$ cat src/rtl/pipelined_ripple_adder_if.sv
// Valid/ready bundle for pipelined_ripple_adder.
//   in_valid/in_ready : operand beat handshake (a, b, cin, sub)
//   out_valid/out_ready : result handshake (s, cout, ovf)
// master = source/sink side that drives operands and out_ready.
// slave  = the adder itself.
interface pipelined_ripple_adder_if #(
    parameter int unsigned WIDTH = 16
) ();
    logic             in_valid;
    logic             in_ready;
    logic [WIDTH-1:0] a;
    logic [WIDTH-1:0] b;
    logic             cin;
    logic             sub;
    logic             out_valid;
    logic             out_ready;
    logic [WIDTH-1:0] s;
    logic             cout;
    logic             ovf;

    modport master (
        output in_valid, a, b, cin, sub, out_ready,
        input  in_ready, out_valid, s, cout, ovf
    );

    modport slave (
        input  in_valid, a, b, cin, sub, out_ready,
        output in_ready, out_valid, s, cout, ovf
    );
endinterface

$ cat src/rtl/pipelined_ripple_adder.sv
// Pipelined ripple-carry adder/subtractor.
// The WIDTH-bit carry chain is cut into SLICE-bit segments, one register stage per segment.
// Each stage adds its slice, forwards its carry, the unconsumed operand bits and the
// already-finished low sum bits, so one beat is accepted per cycle.
// Ports:
//   clk : rising-edge clock
//   rst : asynchronous active-high reset
//   bus : valid/ready bundle (slave modport): a, b, cin, sub in; s, cout, ovf out
module pipelined_ripple_adder #(
    parameter int unsigned WIDTH = 16,
    parameter int unsigned SLICE = 4
) (
    input logic                    clk,
    input logic                    rst,
    pipelined_ripple_adder_if.slave bus
);
    localparam int unsigned STAGES = WIDTH / SLICE;

    // Whole pipe moves together; a full output stage with no taker freezes everything.
    logic adv;

    logic             valid_q [STAGES];
    logic [WIDTH-1:0] a_q     [STAGES];
    logic [WIDTH-1:0] b_q     [STAGES];
    logic [WIDTH-1:0] sum_q   [STAGES];
    logic             carry_q [STAGES];
    logic             ovf_q   [STAGES];

    logic             v_in    [STAGES];
    logic [WIDTH-1:0] a_in    [STAGES];
    logic [WIDTH-1:0] b_in    [STAGES];
    logic [WIDTH-1:0] sum_in  [STAGES];
    logic             c_in    [STAGES];

    logic [WIDTH-1:0] sum_d   [STAGES];
    logic             carry_d [STAGES];
    logic             ovf_d   [STAGES];

    assign adv = !valid_q[STAGES-1] || bus.out_ready;

    for (genvar k = 0; k < STAGES; k++) begin : g_stage
        if (k == 0) begin : g_first
            // Subtraction is a + ~b + 1; cin only matters in add mode.
            assign v_in[k]   = bus.in_valid;
            assign a_in[k]   = bus.a;
            assign b_in[k]   = bus.sub ? ~bus.b : bus.b;
            assign c_in[k]   = bus.sub | bus.cin;
            assign sum_in[k] = '0;
        end else begin : g_next
            assign v_in[k]   = valid_q[k-1];
            assign a_in[k]   = a_q[k-1];
            assign b_in[k]   = b_q[k-1];
            assign c_in[k]   = carry_q[k-1];
            assign sum_in[k] = sum_q[k-1];
        end

        always_comb begin : ripple
            logic c;
            logic c_msb;
            c        = c_in[k];
            c_msb    = c_in[k];
            sum_d[k] = sum_in[k];
            for (int i = 0; i < int'(SLICE); i++) begin
                // c_msb ends up as the carry into the top bit of this slice.
                c_msb = c;
                sum_d[k][k*SLICE+i] = a_in[k][k*SLICE+i] ^ b_in[k][k*SLICE+i] ^ c;
                c = (a_in[k][k*SLICE+i] & b_in[k][k*SLICE+i]) |
                    (a_in[k][k*SLICE+i] & c) |
                    (b_in[k][k*SLICE+i] & c);
            end
            carry_d[k] = c;
            ovf_d[k]   = c ^ c_msb;
        end

        always_ff @(posedge clk or posedge rst) begin
            if (rst) begin
                valid_q[k] <= 1'b0;
                a_q[k]     <= '0;
                b_q[k]     <= '0;
                sum_q[k]   <= '0;
                carry_q[k] <= 1'b0;
                ovf_q[k]   <= 1'b0;
            end else if (adv) begin
                valid_q[k] <= v_in[k];
                a_q[k]     <= a_in[k];
                b_q[k]     <= b_in[k];
                sum_q[k]   <= sum_d[k];
                carry_q[k] <= carry_d[k];
                ovf_q[k]   <= ovf_d[k];
            end
        end
    end

    assign bus.in_ready  = adv;
    assign bus.out_valid = valid_q[STAGES-1];
    assign bus.s         = sum_q[STAGES-1];
    assign bus.cout      = carry_q[STAGES-1];
    assign bus.ovf       = ovf_q[STAGES-1];
endmodule

$ cat src/flat_wrapper.sv
// flat-port wrapper written by rule: the top's interface ports become plain ports
module pipelined_ripple_adder_flat 
#(
    parameter int unsigned WIDTH = 16,
    parameter int unsigned SLICE = 4
)
  (clk, rst, bus_in_valid, bus_a, bus_b, bus_cin, bus_sub, bus_out_ready, bus_in_ready, bus_out_valid, bus_s, bus_cout, bus_ovf);
  pipelined_ripple_adder_if #(.WIDTH(WIDTH)) bus_i ();
  input logic clk;
  input logic rst;
  input wire logic [$bits(bus_i.in_valid)-1:0] bus_in_valid;
  input wire logic [$bits(bus_i.a)-1:0] bus_a;
  input wire logic [$bits(bus_i.b)-1:0] bus_b;
  input wire logic [$bits(bus_i.cin)-1:0] bus_cin;
  input wire logic [$bits(bus_i.sub)-1:0] bus_sub;
  input wire logic [$bits(bus_i.out_ready)-1:0] bus_out_ready;
  output wire logic [$bits(bus_i.in_ready)-1:0] bus_in_ready;
  output wire logic [$bits(bus_i.out_valid)-1:0] bus_out_valid;
  output wire logic [$bits(bus_i.s)-1:0] bus_s;
  output wire logic [$bits(bus_i.cout)-1:0] bus_cout;
  output wire logic [$bits(bus_i.ovf)-1:0] bus_ovf;
  assign bus_i.in_valid = bus_in_valid;
  assign bus_i.a = bus_a;
  assign bus_i.b = bus_b;
  assign bus_i.cin = bus_cin;
  assign bus_i.sub = bus_sub;
  assign bus_i.out_ready = bus_out_ready;
  assign bus_in_ready = bus_i.in_ready;
  assign bus_out_valid = bus_i.out_valid;
  assign bus_s = bus_i.s;
  assign bus_cout = bus_i.cout;
  assign bus_ovf = bus_i.ovf;
  pipelined_ripple_adder #(.WIDTH(WIDTH), .SLICE(SLICE)) u_core (.clk(clk), .rst(rst), .bus(bus_i));
endmodule
$ cat config.mk
export PLATFORM = sky130hd
export DESIGN_NAME = pipelined_ripple_adder_flat
export DESIGN_NICKNAME = d
export VERILOG_FILES = /design/src/rtl/pipelined_ripple_adder_if.sv /design/src/rtl/pipelined_ripple_adder.sv /design/src/flat_wrapper.sv
export SDC_FILE = /design/constraint.sdc
export NUM_CORES = 1
export LEC_CHECK = 0
export BUFFER_PORTS_ARGS = -buffer_cell sky130_fd_sc_hd__buf_2
export CAP_MARGIN = 5
export CORE_ASPECT_RATIO = 1.5
export CORE_UTILIZATION = 61
export CTS_CLUSTER_SIZE = 20
export DETAILED_ROUTE_END_ITERATION = 16
export GPL_ROUTABILITY_DRIVEN = 0
export PLACE_DENSITY = 0.84
export SYNTH_ARGS = -nofsm -noshare
export SYNTH_HDL_FRONTEND = slang
export SYNTH_SLANG_ARGS = --single-unit
$ cat constraint.sdc
create_clock -name clk -period 4.4 [get_ports clk]
set_input_delay 0.44 -clock clk [delete_from_list [all_inputs] [get_ports clk]]
set_output_delay 0.44 -clock clk [all_outputs]
set_load 0.05 [all_outputs]
==> flow_metrics.env, run 1 <==
export IMPL_status="complete, no violations"
export IMPL_syn_num_nets=332
export IMPL_ys_warn_count=0
export IMPL_synthTopCellsByArea="dfrtp_1, mux2_2, fa_1"
export IMPL_ir_drop_mv=0.350
export IMPL_rrSetupSlack_ps=1960
export IMPL_highest_layer="met4"
export IMPL_ctsResizeCount=0
export IMPL_nets=388
export IMPL_path_cells="buf_2 -> xor2_1 -> fa_1 -> inv_1 -> fa_1 -> fa_1 -> inv_1 -> fa_1 -> mux2_2"
export IMPL_synthTopCellsByCount="dfrtp_1, mux2_2, inv_1"
export IMPL_synthToLayoutAreaGrowth_pct=11.6
export IMPL_finalWirelength_um=6430
export IMPL_cp_max_fo=17
export IMPL_wire_per_inst_um=15.5
export IMPL_reg2reg_to="u_core.bus.ovf"
export IMPL_hold_viol=0
export IMPL_diodes=0
export IMPL_track_usage_pct=19.9
export IMPL_initial_core_util_pct=64.2
export IMPL_htree_levels=3
export IMPL_numCtsBuffers=9
export IMPL_worstSetupPathType="in -> reg"
export IMPL_fin_skew_ps=6.01
export IMPL_drive_gt1_share_pct=47.5
export IMPL_max_cap_violations=0
export IMPL_setup_viol=0
export IMPL_r2r_start="u_core.c_in[0]"
export IMPL_crit_start="bus_sub"
export IMPL_power_density_mw_per_mm2=746
export IMPL_first_pass_iters=4
export IMPL_clock_sinks=97
export IMPL_synthArstFlopShare_pct=100
export IMPL_cts_hold_buf=0
export IMPL_synth_top_flop_cell="dfrtp_1"
export IMPL_cp_arrival_ps=2840
export IMPL_grt_antenna_before_repair=0
export IMPL_whs_ps=184
export IMPL_antenna_left=0
export IMPL_final_area_mm2=0.00472
export IMPL_clk_latency_ps=360
export IMPL_rsz0062_at_grt="false"
export IMPL_ff_latch_area_mm2=0.00243
export IMPL_cts_root_buf="clkbuf_8"
export IMPL_syn_avg_cell_area_um2=15.2
export IMPL_cpPeakStageDelay_ps=410
export IMPL_dr_wl_met3_um=185
export IMPL_endpoint="u_core.sum_d[35]"
export IMPL_viasPerCell=5.36
export IMPL_cts_tree="done"
export IMPL_clk_path_buf_depth=2
export IMPL_maxSlewHeadroom_pct=47.0
export IMPL_cp_slowest_cell="buf_2"
export IMPL_ys_seq_area_share_pct=57.5
export IMPL_period_share_pct=58.9
export IMPL_yosys_cell_types_count=15
export IMPL_netlist_area_leader_share_pct=57.5
export IMPL_grt_pass1_wl_um=11100
export IMPL_period_minus_slack_ps=2590
export IMPL_rows=36
export IMPL_grt_max_degree=62
export IMPL_clkTransAtPathRegs_ps=80
export IMPL_synth_most_common_cell="dfrtp_1"
export IMPL_p_total_mw=3.52
export IMPL_cellLeakagePower_nw=2.19
export IMPL_drc=0
export IMPL_io_buffers=57
export IMPL_required_ps=4650
export IMPL_fp_dieArea_mm2=0.00727
export IMPL_synth_area_mm2=0.00422
export IMPL_dp_slack_ps=1430
export IMPL_synth_top_area_cell="dfrtp_1"
export IMPL_post_cts_buffers=0
export IMPL_die_y_um=104
export IMPL_die_w_um=69.9
export IMPL_wl_met2_um=3290
export IMPL_worst_pin_slew_ps=795
export IMPL_ys_ff_latch=97
export IMPL_fin_setup_tns_ps=0
export IMPL_fillCellCount=448
export IMPL_vias=2226
export IMPL_multi_input_area_mm2=0.00160
export IMPL_design_core_area_mm2=0.00658
export IMPL_drv_slew=0
export IMPL_drtIter0Drc=98
export IMPL_fmax_ghz=0.386
export IMPL_crit_top_cell="fa_1"
export IMPL_placed_cell_area_mm2=0.00452
export IMPL_hpwl_um=4510
export IMPL_syn_inst=278
export IMPL_grt_pass1_vias=2389
export IMPL_hold_class="in -> async"
export IMPL_synth_edf_count=0
export IMPL_io_pins=58
export IMPL_cp_end_kind="register"
export IMPL_wl_met1_um=2780
export IMPL_rr_worst_depth=9
export IMPL_worst_setup_path_start_kind="primary input"
export IMPL_worst_slack_ps=1810
export IMPL_overflow=0
where the power goes:
part	internal, mW	switching, mW	leakage (nW)	total (mW)
logic	0.653	0.778	0.967	1.43
clock network	0.274	0.293	0.102	0.567
registers	1.29	0.223	1.12	1.52
total	2.22	1.29	2.19	3.52
critical path: cells and delay by family:
kind / cells / cell delay, ps
buf+inv: 3 / 540
xor+xnor: 1 / 240
mux: 1 / 270
fa+ha+maj: 4 / 1340
flip-flops by register name (all words and copies together) (netlist names):
| signal | cells |
|---|---|
| u_core.a_in | 24 |
| u_core.b_in | 24 |
| u_core.sum_d | 24 |
| u_core.bus.s | 16 |
| u_core.c_in | 3 |
| u_core.v_in | 3 |
| u_core.bus.cout | 1 |
| u_core.bus.out_valid | 1 |
| u_core.bus.ovf | 1 |
per-stage QoR:
| step | util, % | instances |
|---|---|---|
| after floorplan | - | 278 |
| after global placement | 68.7 | 399 |
| after detailed placement | 68.7 | 399 |
| after CTS | 71.7 | 415 |
| after global routing | 71.7 | 415 |
| final | 71.7 | 415 |
layout make-up:
cell class | count | share of cell area (%)
Clock inverter | 6 | 1.22
Multi-Input combinational cell | 141 | 33.9
Clock buffer | 10 | 2.92
Tap cell | 76 | 2.02
Inverter | 26 | 2.12
Timing Repair Buffer | 59 | 6.37
Sequential cell | 97 | 51.5
cells in the final DEF (no fill, tap or decap), types with 2 or more instances in the layout:
master,netlist,routed
dfrtp_1,97,97
mux2i_1,4,4
a21oi_1,9,9
xor2_1,12,12
buf_4,0,2
clkbuf_8,0,10
nor3b_1,9,9
buf_2,9,57
mux2_4,4,4
xnor2_1,5,5
inv_1,26,25
clkinv_2,0,4
mux2_2,79,79
fa_1,16,16
logic make-up after synthesis:
kind of cell             share of synthesized area [%]
AO/OA/AOI/OAI                                     1.07
XOR/XNOR                                          3.52
adder cells (fa/ha/maj)                           7.58
buffers and inverters                             4.71
flip-flops                                        57.5
multiplexers                                      23.4
AND/OR/NAND/NOR                                   2.22
routing by layer:
layer | global-route usage, % | up-vias
li1 | - | 1036
met1 | 25.5 | 1129
met2 | 32.3 | 45
met3 | 3.49 | 16
met4 | 10.3 | 0
met5 | 0 | -
worst min path at each step:
stage	startpoint	end	slack [ps]	cells past startpoint
finish	rst	u_core.sum_d[10]	180	2
global route	rst	u_core.sum_d[10]	260	2
CTS	rst	u_core.bus.s[11]	220	2
detailed placement	u_core.v_in[0]	u_core.bus.out_valid	480	1
global placement	u_core.v_in[0]	u_core.bus.out_valid	440	1
floorplan	u_core.v_in[0]	u_core.bus.out_valid	430	1
Note: power is estimated with default switching activity, not from simulation.
==> run 2: changes to the inputs <==
--- a/config.mk
+++ b/config.mk
@@ -8,11 +8,11 @@
 export BUFFER_PORTS_ARGS = -buffer_cell sky130_fd_sc_hd__buf_2
 export CAP_MARGIN = 5
 export CORE_ASPECT_RATIO = 1.5
-export CORE_UTILIZATION = 61
+export CORE_UTILIZATION = 57
 export CTS_CLUSTER_SIZE = 20
 export DETAILED_ROUTE_END_ITERATION = 16
 export GPL_ROUTABILITY_DRIVEN = 0
-export PLACE_DENSITY = 0.84
+export PLACE_DENSITY = 0.79
 export SYNTH_ARGS = -nofsm -noshare
 export SYNTH_HDL_FRONTEND = slang
 export SYNTH_SLANG_ARGS = --single-unit
==> constraint.sdc (replaced) <==
create_clock -name clk -period 2.6 [get_ports clk]
set_input_delay 0.26 -clock clk [delete_from_list [all_inputs] [get_ports clk]]
set_output_delay 0.26 -clock clk [all_outputs]
set_load 0.05 [all_outputs]
==> run 2 against run 1 <==
Compared with the run above:
- worst hold slack worse by 160 ps
- global-route usage is 0.70 points higher
- sequential power is 68% higher
- critical endpoint is now u_core.bus.ovf
- highest routed layer unchanged
==> flow_metrics.env, run 2 (synthesis results as in run 1) <==
export IMPL_power_density_mw_per_mm2=1260
export IMPL_diodes=0
export IMPL_die_y_um=107
export IMPL_numCtsBuffers=9
export IMPL_grt_pass1_wl_um=11600
export IMPL_wire_per_inst_um=15.5
export IMPL_grt_antenna_before_repair=0
export IMPL_io_pins=58
export IMPL_rsz0062_at_grt="false"
export IMPL_worst_pin_slew_ps=767
export IMPL_grt_max_degree=65
export IMPL_clk_path_buf_depth=2
export IMPL_worst_setup_path_start_kind="register"
export IMPL_worst_slack_ps=192
export IMPL_period_share_pct=92.6
export IMPL_dpl_cell_count=427
export IMPL_fin_skew_ps=6.80
export IMPL_synthToLayoutAreaGrowth_pct=14.3
export IMPL_die_w_um=72.3
export IMPL_maxSlewHeadroom_pct=48.8
export IMPL_grt_pass1_vias=2376
export IMPL_status="complete, no violations"
export IMPL_cts_root_buf="clkbuf_8"
export IMPL_vias=2281
export IMPL_setup_viol=0
export IMPL_clk_latency_ps=360
export IMPL_drc=0
export IMPL_fp_dieArea_mm2=0.00777
export IMPL_p_total_mw=6.08
export IMPL_cellLeakagePower_nw=2.22
export IMPL_antenna_left=0
export IMPL_track_usage_pct=20.6
export IMPL_finalWirelength_um=6860
export IMPL_initial_core_util_pct=58.8
export IMPL_max_cap_violations=0
export IMPL_cp_max_fo=2
export IMPL_worstSetupPathType="reg -> reg"
export IMPL_cp_arrival_ps=2660
export IMPL_io_buffers=57
export IMPL_first_pass_iters=4
export IMPL_viasPerCell=5.15
export IMPL_hpwl_um=4920
export IMPL_htree_levels=3
export IMPL_fin_setup_tns_ps=0
export IMPL_stdcell_count=443
export IMPL_mostFrequentLayoutCells="dfrtp_1, mux2_2, buf_2"
export IMPL_fin_util_pct=67.2
export IMPL_hold_class="in -> async"
export IMPL_final_common_cell="dfrtp_1"
export IMPL_cts_hold_buf=0
export IMPL_overflow=0
export IMPL_clkTransAtPathRegs_ps=80
export IMPL_design_core_area_mm2=0.00718
export IMPL_hold_viol=0
export IMPL_fmax_ghz=0.415
export IMPL_drv_slew=0
export IMPL_cp_end_kind="register"
export IMPL_required_ps=2850
export IMPL_dp_slack_ps=112
export IMPL_period_minus_slack_ps=2410
export IMPL_drive_gt1_share_pct=47.5
export IMPL_ir_drop_mv=0.651
export IMPL_clock_sinks=97
export IMPL_rows=38
export IMPL_cts_tree="done"
export IMPL_nets=392
export IMPL_ctsResizeCount=0
export IMPL_post_cts_buffers=0
export IMPL_drtIter0Drc=126
run 2: cell types whose count changed in the layout (fill, tap and decap cells not counted):
cell | before | now
clkinv_2 | 4 | 1
inv_4 | 1 | 0
clkbuf_1 | 0 | 2
buf_4 | 2 | 3
clkbuf_8 | 10 | 12
buf_12 | 0 | 3
run 2: where the power goes:
part	leakage (nW)	internal, mW	switching (mW)	total [mW]
Sequential	1.12	2.19	0.372	2.56
Clock	0.107	0.523	0.474	0.997
Combinational	0.996	1.15	1.36	2.52
Total	2.22	3.87	2.21	6.08
run 2: stage by stage:
step,area [µm²],hold slack (ps)
after floorplan,4240,412
after global placement,4620,414
after detailed placement,4620,434
after CTS,4830,35.6
after global routing,4830,56.5
final,4830,24.2
run 2: path summary, 6_finish.rpt:
check | slack, ps | depth (start not counted) | startpoint | end
setup reg to reg | 190 | 9 | u_core.c_in[0] | u_core.bus.ovf
hold / removal | 20 | 2 | rst | u_core.bus.s[13]
hold reg to reg | 460 | 1 | u_core.v_in[0] | u_core.bus.out_valid
min in group clk | 120 | 2 | bus_a[11] | u_core.a_in[43]
max in group asynchronous | 1800 | 3 | rst | u_core.bus.s[12]
setup / recovery | 190 | 9 | u_core.c_in[0] | u_core.bus.ovf
run 2: critical path, stage by stage, from the launching register on:
cell and delay [ps]:
dfrtp_1 360, inv_1 100, fa_1 180, inv_1 60, fa_1 440, fa_1 490, inv_1 100, fa_1 210
xnor2_1 90, mux2_2 270
run 2: layout make-up:
class / instances / area [µm²]
Inverter: 26 / 101
Clock inverter: 2 / 35.0
Tap cell: 100 / 125
Clock buffer: 14 / 173
Timing Repair Buffer: 63 / 368
Fill cell: 523 / 2350
Multi-Input combinational cell: 141 / 1600
Sequential cell: 97 / 2430
run 2: layer usage:
layer  GRT usage (%)  part of all wire, %
met1            26.3                   42
met3            5.43                  3.1
met4            10.6                  2.6
met2            32.1                   53
met5               0                    0
